**src/rtl/logic_unit_pipe_if.sv**
```systemverilog
// logic_unit_pipe_if: input/output handshake bundle for logic_unit_pipe.
//   InValid/InReady : input beat handshake
//   A, B, Op        : operands and operation select (0 AND .. 7 ORN)
//   Accum, Last     : burst start (multi-beat fold) and burst end markers
//   OutValid/OutReady : result handshake
//   Out, Zero       : result and its zero flag
//   Overflow        : burst force-terminated at MAX_BEATS
// master = producer/consumer side (testbench), slave = the unit.
interface logic_unit_pipe_if #(
  parameter int unsigned WIDTH = 32
);
  logic             InValid;
  logic             InReady;
  logic [WIDTH-1:0] A;
  logic [WIDTH-1:0] B;
  logic [2:0]       Op;
  logic             Accum;
  logic             Last;
  logic             OutValid;
  logic             OutReady;
  logic [WIDTH-1:0] Out;
  logic             Zero;
  logic             Overflow;

  modport master (
    output InValid, A, B, Op, Accum, Last, OutReady,
    input  InReady, OutValid, Out, Zero, Overflow
  );

  modport slave (
    input  InValid, A, B, Op, Accum, Last, OutReady,
    output InReady, OutValid, Out, Zero, Overflow
  );
endinterface

```
**src/rtl/logic_unit_pipe.sv**
```systemverilog
// logic_unit_pipe: registered WIDTH-bit bitwise logic unit with eight
// operations and a multi-beat fold (accumulate) mode.
//   Clk : rising-edge clock
//   Rst : synchronous active-low reset
//   bus : logic_unit_pipe_if.slave (input beat handshake, operands,
//         result handshake, Out/Zero/Overflow)
// Single beats produce Out = f(A,B,Op) one cycle after acceptance.
// A burst folds acc = f(acc,A,opL) over successive beats until Last or
// MAX_BEATS beats, the latter flagged with Overflow.
module logic_unit_pipe #(
  parameter int unsigned WIDTH     = 32,
  parameter int unsigned MAX_BEATS = 16
) (
  input logic               Clk,
  input logic               Rst,
  logic_unit_pipe_if.slave  bus
);

  localparam int unsigned CW = $clog2(MAX_BEATS + 1);

  typedef enum logic [1:0] {
    IDLE,
    ACC,
    HOLD
  } state_t;

  state_t           state;
  logic [WIDTH-1:0] acc;
  logic [CW-1:0]    cnt;
  logic [2:0]       op_l;
  logic [WIDTH-1:0] out_r;
  logic             zero_r;
  logic             ovf_r;
  logic             out_valid_r;

  logic             in_ready;
  logic             fire;
  logic [WIDTH-1:0] first_res;
  logic [WIDTH-1:0] acc_res;
  logic [CW-1:0]    cnt_nxt;

  function automatic logic [WIDTH-1:0] lop(input logic [WIDTH-1:0] x,
                                           input logic [WIDTH-1:0] y,
                                           input logic [2:0]       op);
    logic [WIDTH-1:0] r;
    case (op)
      3'd0:    r = x & y;
      3'd1:    r = x | y;
      3'd2:    r = x ^ y;
      3'd3:    r = ~(x | y);
      3'd4:    r = ~(x & y);
      3'd5:    r = ~(x ^ y);
      3'd6:    r = x & ~y;
      default: r = x | ~y;
    endcase
    return r;
  endfunction

  // Ready depends only on state, OutReady and reset, never on InValid.
  always_comb begin
    in_ready = 1'b0;
    if (Rst) begin
      in_ready = (state == HOLD) ? bus.OutReady : 1'b1;
    end
  end

  always_comb begin
    fire      = bus.InValid && in_ready;
    first_res = lop(bus.A, bus.B, bus.Op);
    acc_res   = lop(acc, bus.A, op_l);
    cnt_nxt   = cnt + 1'b1;
  end

  always_ff @(posedge Clk) begin
    if (!Rst) begin
      state       <= IDLE;
      acc         <= '0;
      cnt         <= '0;
      op_l        <= '0;
      out_r       <= '0;
      zero_r      <= 1'b0;
      ovf_r       <= 1'b0;
      out_valid_r <= 1'b0;
    end else begin
      case (state)
        // HOLD with OutReady=1 retires the held result and handles a new
        // beat exactly like IDLE in the same cycle.
        IDLE, HOLD: begin
          if (fire) begin
            if (!bus.Accum || bus.Last) begin
              out_r       <= first_res;
              zero_r      <= (first_res == '0);
              ovf_r       <= 1'b0;
              out_valid_r <= 1'b1;
              state       <= HOLD;
            end else begin
              acc         <= first_res;
              op_l        <= bus.Op;
              cnt         <= CW'(1);
              out_valid_r <= 1'b0;
              state       <= ACC;
            end
          end else if (state == HOLD && bus.OutReady) begin
            out_valid_r <= 1'b0;
            state       <= IDLE;
          end
        end

        ACC: begin
          if (fire) begin
            cnt <= cnt_nxt;
            if (bus.Last || cnt_nxt == CW'(MAX_BEATS)) begin
              out_r       <= acc_res;
              zero_r      <= (acc_res == '0);
              ovf_r       <= !bus.Last;
              out_valid_r <= 1'b1;
              state       <= HOLD;
            end else begin
              acc <= acc_res;
            end
          end
        end

        default: state <= IDLE;
      endcase
    end
  end

  assign bus.InReady  = in_ready;
  assign bus.OutValid = out_valid_r;
  assign bus.Out      = out_r;
  assign bus.Zero     = zero_r;
  assign bus.Overflow = ovf_r;

endmodule

```
**src/flat_wrapper.sv**
```systemverilog
// flat-port wrapper written by rule: the top's interface ports become plain ports
module logic_unit_pipe_flat 
#(
  parameter int unsigned WIDTH     = 32,
  parameter int unsigned MAX_BEATS = 16
)
  (Clk, Rst, bus_InValid, bus_A, bus_B, bus_Op, bus_Accum, bus_Last, bus_OutReady, bus_InReady, bus_OutValid, bus_Out, bus_Zero, bus_Overflow);
  logic_unit_pipe_if #(.WIDTH(WIDTH)) bus_i ();
  input logic Clk;
  input logic Rst;
  input wire logic [$bits(bus_i.InValid)-1:0] bus_InValid;
  input wire logic [$bits(bus_i.A)-1:0] bus_A;
  input wire logic [$bits(bus_i.B)-1:0] bus_B;
  input wire logic [$bits(bus_i.Op)-1:0] bus_Op;
  input wire logic [$bits(bus_i.Accum)-1:0] bus_Accum;
  input wire logic [$bits(bus_i.Last)-1:0] bus_Last;
  input wire logic [$bits(bus_i.OutReady)-1:0] bus_OutReady;
  output wire logic [$bits(bus_i.InReady)-1:0] bus_InReady;
  output wire logic [$bits(bus_i.OutValid)-1:0] bus_OutValid;
  output wire logic [$bits(bus_i.Out)-1:0] bus_Out;
  output wire logic [$bits(bus_i.Zero)-1:0] bus_Zero;
  output wire logic [$bits(bus_i.Overflow)-1:0] bus_Overflow;
  assign bus_i.InValid = bus_InValid;
  assign bus_i.A = bus_A;
  assign bus_i.B = bus_B;
  assign bus_i.Op = bus_Op;
  assign bus_i.Accum = bus_Accum;
  assign bus_i.Last = bus_Last;
  assign bus_i.OutReady = bus_OutReady;
  assign bus_InReady = bus_i.InReady;
  assign bus_OutValid = bus_i.OutValid;
  assign bus_Out = bus_i.Out;
  assign bus_Zero = bus_i.Zero;
  assign bus_Overflow = bus_i.Overflow;
  logic_unit_pipe #(.WIDTH(WIDTH), .MAX_BEATS(MAX_BEATS)) u_core (.Clk(Clk), .Rst(Rst), .bus(bus_i));
endmodule
```
**config.mk**
```make
export PLATFORM = sky130hd
export DESIGN_NAME = logic_unit_pipe_flat
export DESIGN_NICKNAME = d
export VERILOG_FILES = /design/src/rtl/logic_unit_pipe_if.sv /design/src/rtl/logic_unit_pipe.sv /design/src/flat_wrapper.sv
export SDC_FILE = /design/constraint.sdc
export NUM_CORES = 1
export LEC_CHECK = 0
export BUFFER_PORTS_ARGS = -buffer_cell sky130_fd_sc_hd__buf_2
export CAP_MARGIN = 15
export CORE_MARGIN = 5
export CORE_UTILIZATION = 45
export DETAILED_ROUTE_END_ITERATION = 8
export PLACE_DENSITY = 0.66
export REMOVE_ABC_BUFFERS = 1
export SKIP_CTS_REPAIR_TIMING = 1
export SLEW_MARGIN = 10
export SYNTH_ARGS = -nofsm -noshare
export SYNTH_HDL_FRONTEND = slang
export SYNTH_SLANG_ARGS = --single-unit
```
**constraint.sdc**
```tcl
create_clock -name Clk -period 2.3 [get_ports Clk]
set_clock_uncertainty 0.2 [all_clocks]
set_input_delay 0.115 -clock Clk [delete_from_list [all_inputs] [get_ports Clk]]
set_output_delay 0.115 -clock Clk [all_outputs]
set_load 0.03 [all_outputs]
```
==> impl_metrics.csv, run 1 <==
group,metric,value,unit
yosys,synth_top_family_by_area,"adder cells",
sta,relSlewSlack,35.29,%
setup_path,crit_family,"compound AO/OA/AOI/OAI gates",
min_path,hold_path_class,"in2reg",
setup_path,slowest_stage,"dfxtp_4",
detailed_routing,final_antenna_net_count,0,
detailed_routing,drc_errors,0,
setup_path,cp.arrival,2.75,ns
run,maxCapViolCount,0,
yosys,synth_warnings,0,
setup_path,crit_fanout,8,
pwr,p_per_area,384.5,nW/um^2
detailed_routing,post_drt_wl_per_cell,17.73,um
yosys,ys_ff_latch,77,
setup_path,worstSetupEndpointType,"flop",
cells_and_area,fin_nets,1959,
clock_network,htree_levels,3,
yosys,post_synth_num_cell_types,54,
detailed_routing,routed_via_density,5.463,
global_route,grt_pass1_wl,53590,um
placed_design,gp_congestion,0.8895,
cells_and_area,drive_gt1_share,33.97,%
die,num_rows,57,
cells_and_area,multi_input_area,8950,sq um
sta,post-route-period-util,116.2,%
sta,fin_crit,2.671,ns
die,io_pins,109,
setup_path,worstPathCellList,"buf_12 > buf_4 > mux2_1 > a211oi_1 > a221o_1 > nand4_1 > nor4_4 > buf_4 > nand4_1 > o22ai_1",
setup_path,critPathMaxStageDelay,0.42,ns
detailed_routing,dr.pass1.iters,6,
clock_network,cts_buffers,9,
outcome,status,"finished with violations",
die,die_h,166.3,um
clock_network,path_clk_slew,0.07,ns
sta,fmax,0.3743,GHz
die,coreArea,24180,sq um
yosys,muxShareOfSynthArea,12.88,%
yosys,async_flop_share,0,%
sta,hold_viol,0,
yosys,synth_ff_type,"dfxtp_1",
detailed_routing,via_count,10700,
pwr,leakagePower,7.084,nW
detailed_routing,drtIter0Drc,560,
global_route,grt_usage,23.41,%
placed_design,placedCellCount,1924,
die,fp.dieW,166.3,um
setup_path,criticalPathCategory,"reg2reg",
cells_and_area,finalNonFillerCells,1958,
clock_network,clockBufferDepth,2,
yosys,synth.avg_cell_area,8.471,sq um
yosys,synthAdderAreaFrac,29.24,%
global_route,grt_max_degree,77,
yosys,synth_edf_count,0,
die,start_util,45.48,%
cells_and_area,antenna_cells,0,
yosys,yosys.area_share.simple,10.38,%
yosys,yosys.area.top_type,"ha_1",
yosys,synth_cells,1298,
global_route,overflow,0,
sta,drv_slew,0,
sta,fin_ws,-0.3715,ns
cells_and_area,regArea,1558,sq um
cells_and_area,areaGrowthSynthToFinish,34.72,%
yosys,synth_compound_area_share,20.05,%
clock_network,cts_tree,"done",
sta,rsz0062_at_grt,"yes",
sta,tightest_slew,0.9706,ns
yosys,netlist_area,11000,sq um
cells_and_area,fill_cells,2059,
yosys,synth_top_area_share,29.24,%
clock_network,root_buffer,"clkbuf_16",
die,die-area,27660,sq um
pwr,ir_worst_vdd,0.0003509,V
placed_design,numPortBuffers,108,
clock_network,clock-sinks,77,
detailed_routing,wl,34710,um
setup_path,critical_path.startpoint_type,"flop",
sta,whs,0.02231,ns
sta,setup_viol,11,
yosys,synth-seq-area-share,14.02,%
outcome,failed_checks,"setup timing",
placed_design,hpwl,25900,um
setup_path,cp.required,2.37,ns
yosys,synth_xor_area_share,5.098,%
setup_path,crit_buf_inv,3,
clock_network,clkLatencyLatePin,0.35,ns
yosys,synth_area_leaders,"ha_1, dfxtp_1, mux2i_1",
global_route,grt_pass1_vias,10540,
global_route,antenna_found_initial,0,
## per-stage QoR
| stage | setup TNS, ns | util [%] | power [mW] | cell area [sq um] | setup slack, ns |
|---|---|---|---|---|---|
| global placement | -2.502 | 57.08 | 3.693 | 13800 | -0.5122 |
| detailed placement | -3.313 | 57.08 | 3.754 | 13800 | -0.5309 |
| CTS | -3.916 | 58.53 | 5.538 | 14150 | -0.5516 |
| global route | -3.045 | 61.27 | 6.006 | 14810 | -0.4870 |
| floorplan | -155.17 | - | 2.715 | 10490 | -2.642 |
| finish | -1.285 | 61.27 | 5.695 | 14810 | -0.3715 |
## sequential cells by signal, indices dropped and copies added (netlist names)
name and flops:
u_core.acc 32, u_core.bus.Out 32, u_core.cnt 5, u_core.op_l 3
u_core.state 2, u_core.bus.OutValid 1, u_core.bus.Overflow 1, u_core.bus.Zero 1
## layout by cell type, fill, tap and decap left out, drive strengths merged, types with 14 or more instances in the layout
cell type,Yosys,layout
nor2,123,123
nand2,45,45
dfxtp,77,77
a211oi,78,78
nor2b,20,20
mux2,43,43
a22oi,36,36
ha,257,257
xnor2,29,29
o21ai,22,22
mux2i,77,77
buf,59,412
a21oi,72,72
nand2b,14,14
inv,109,109
xor2,35,35
a221oi,19,19
o221ai,20,20
o22ai,30,30
## area by class of cell
cell class | instances | area share [%]
Tap cell | 324 | 2.737
Clock buffer | 9 | 1.520
Sequential cell | 77 | 10.52
Inverter | 110 | 2.787
Multi-Input combinational cell | 1015 | 60.42
Clock inverter | 7 | 0.8362
Timing Repair Buffer | 416 | 21.18
## per-layer routing
metal / up-vias / wire length [um] / GRT usage [%]
met2: 306 / 16710 / 39.49
met3: 71 / 1722 / 2.618
met4: 0 / 1098 / 9.747
met1: 5043 / 15190 / 30.44
li1: 5277 / - / -
met5: - / 0 / 0
## power by group
part | leakage, nW | total (mW) | switching, mW | internal, mW
registers | 0.633 | 1.46 | 0.0494 | 1.42
clock network | 0.166 | 1.77 | 0.703 | 1.07
logic | 6.29 | 2.46 | 1.32 | 1.14
total | 7.08 | 5.70 | 2.07 | 3.62
## kinds of logic (layout without fill, tap and decap cells)
group	count (synthesis)	after routing
buf+inv	206	542
fa+ha+maj	257	257
simple gates	251	251
xor+xnor	64	64
compound gates	316	316
mux	127	127
flops	77	77
## synth_stat cells (5+ instances only)
master and instances:
a211oi_1 78, a21oi_1 72, a221o_1 9, a221oi_1 18, a22o_1 8, a22oi_1 36
buf_1 8, buf_2 27, buf_4 19, buf_6 5, clkbuf_1 37, dfxtp_1 77
ha_1 257, inv_1 108, mux2_1 10, mux2_2 32, mux2i_1 77, mux4_2 7
nand2_1 45, nand2b_1 14, nand3_1 7, nand4_1 6, nor2_1 123, nor2b_1 20
nor3_1 8, nor4_1 10, o21ai_0 19, o221ai_1 20, o22ai_1 30, xnor2_1 29
xor2_1 35
## worst paths after layout
check / to / cells past startpoint / slack, ns / start
worst max-delay path: u_core.bus.Zero / 10 / -0.37 / u_core.op_l[2]
worst min-delay path: u_core.state[0] / 4 / 0.02 / bus_InValid
worst max register to register: u_core.bus.Zero / 10 / -0.37 / u_core.op_l[2]
worst min register to register: u_core.bus.Out[23] / 2 / 0.26 / u_core.bus.Out[23]
## worst min-delay path, cell delays in order
cell      delay [ns]
buf_2           0.09
nor2b_1         0.13
a211oi_1        0.06
nor3_1          0.15
(Power assumes the default switching activity.)
==> run 2, diff against run 1 <==
--- a/config.mk
+++ b/config.mk
@@ -7,6 +7,7 @@
 export LEC_CHECK = 0
 export BUFFER_PORTS_ARGS = -buffer_cell sky130_fd_sc_hd__buf_2
 export CAP_MARGIN = 15
+export CORE_ASPECT_RATIO = 0.5
 export CORE_MARGIN = 5
 export CORE_UTILIZATION = 45
 export DETAILED_ROUTE_END_ITERATION = 8
==> impl_metrics.csv, run 2 (synthesis gave the netlist of run 1 again) <==
group,metric,value,unit
die,die_h,120.5,um
cells_and_area,final_area,14510,sq um
global_route,grt_max_degree,77,
setup_path,r2r_start,"u_core.acc[23]",
setup_path,critical_path.startpoint_type,"flop",
placed_design,dpl_cell_area,13560,sq um
sta,hold_viol,0,
min_path,whs_path_depth,4,
die,io_pins,109,
sta,rsz0062_at_grt,"yes",
die,fp.dieW,231.1,um
global_route,grt_usage,24.11,%
clock_network,htree_levels,3,
sta,fin_ws,-0.3331,ns
outcome,status,"finished with violations",
sta,relSlewSlack,37.00,%
pwr,p_per_area,375.9,nW/um^2
detailed_routing,final_antenna_net_count,0,
setup_path,worstSetupEndpointType,"flop",
detailed_routing,routed_via_density,5.705,
pwr,totalPowerFinal,5.456,mW
placed_design,gp_congestion,0.9072,
sta,tightest_slew,0.9450,ns
sta,setup_viol,4,
pwr,ir_worst_vdd,0.0002808,V
clock_network,clockBufferDepth,2,
setup_path,worst_r2r_endpoint,"u_core.bus.Zero",
min_path,min_to,"u_core.op_l[1]",
placed_design,hpwl,27160,um
detailed_routing,wl,36400,um
setup_path,cp.required,2.39,ns
global_route,grt_pass1_vias,10960,
global_route,overflow,0,
die,num_rows,40,
cells_and_area,areaGrowthSynthToFinish,31.99,%
setup_path,crit_fanout,2,
detailed_routing,drtIter0Drc,771,
clock_network,clkLatencyLatePin,0.37,ns
sta,fin_crit,2.633,ns
clock_network,cts_buffers,9,
setup_path,cp.arrival,2.72,ns
detailed_routing,drc_errors,0,
clock_network,clock-sinks,77,
cells_and_area,mostFrequentLayoutCells,"buf_4, ha_1, nor2_1",
clock_network,root_buffer,"clkbuf_16",
detailed_routing,dr.pass1.iters,5,
cells_and_area,antenna_cells,0,
setup_path,criticalPathCategory,"reg2reg",
clock_network,cts_tree,"done",
placed_design,numPortBuffers,108,
run,maxCapViolCount,0,
setup_path,r2r_setup_slack,-0.33,ns
pwr,leakagePower,6.947,nW
sta,post-route-period-util,114.5,%
setup_path,reg2regPathDepth,10,
global_route,antenna_found_initial,0,
detailed_routing,via_count,11000,
cells_and_area,final_common_cell,"buf_4",
die,start_util,45.77,%
min_path,worst_hold_startpoint,"bus_Op[1]",
sta,drv_slew,0,
global_route,grt_pass1_wl,54650,um
cells_and_area,fin_nets,1939,
detailed_routing,post_drt_wl_per_cell,18.87,um
clock_network,path_clk_slew,0.07,ns
die,coreArea,24020,sq um
die,die-area,27850,sq um
cells_and_area,drive_gt1_share,32.90,%
outcome,failed_checks,"setup timing",
sta,fmax,0.3798,GHz
min_path,hold_path_class,"in2reg",
## run 2: changes by cell type in the layout (fill, tap and decap cells not counted), sizes merged
cell	previous run	this run
buf	412	390
clkbuf	10	14
bufinv	3	1
clkinv	4	2
clkinvlp	1	2
dlygate4sd3	3	4
## run 2: final cells by class
type	count	area, sq um
sequential	77	1567
tap	315	394.1
fill	2022	9510
clock buffer	12	246.5
clock inverter	4	47.55
timing repair buffer	396	2970
inverter	110	416.7
multi-input combinational	1015	8871
## run 2: worst max-delay path, cell delays in order, from the launching register on
cell,delay (ns)
dfxtp_2,0.33
inv_1,0.05
ha_1,0.28
mux2_1,0.31
a211oi_2,0.23
a221o_1,0.17
nand4_1,0.23
nor4_4,0.33
buf_4,0.16
nand4_1,0.10
o22ai_1,0.16
## run 2: per-layer routing
layer	global-route usage, %	share of wire [%]
met5	0	0
met4	8.457	3.1
met3	3.707	5.9
met2	42.95	48
met1	29.81	43
## run 2: worst max-delay path by stage
stage | from | endpoint | depth (start not counted)
2_1_floorplan | u_core.op_l[2] | u_core.bus.Zero | 6
3_3_place_gp | u_core.acc[14] | u_core.bus.Zero | 10
3_5_place_dp | u_core.acc[14] | u_core.bus.Zero | 10
4_1_cts | u_core.acc[14] | u_core.bus.Zero | 10
5_1_grt | u_core.acc[9] | u_core.bus.Zero | 10
6_report | u_core.acc[23] | u_core.bus.Zero | 10
## run 2: power breakdown
part,internal [mW],switching (mW)
Combinational,1.11,1.34
Sequential,1.42,0.0555
Clock,0.869,0.659
Total,3.40,2.05
## run 2: per-stage QoR
step                      setup WS [ns]  hold WS, ns  util [%]  TNS, ns  cells
after detailed placement        -0.5274       0.2424     56.44   -5.280   1891
after global placement          -0.4126       0.2379     56.44   -2.639   1891
after global routing            -0.4955      0.01338     60.41   -2.087   1929
after CTS                       -0.5412      -0.1441     57.67   -6.394   1907
after floorplan                  -2.642      0.06185         -  -155.17   1202
final                           -0.3331     0.009357     60.41  -0.3901   1929
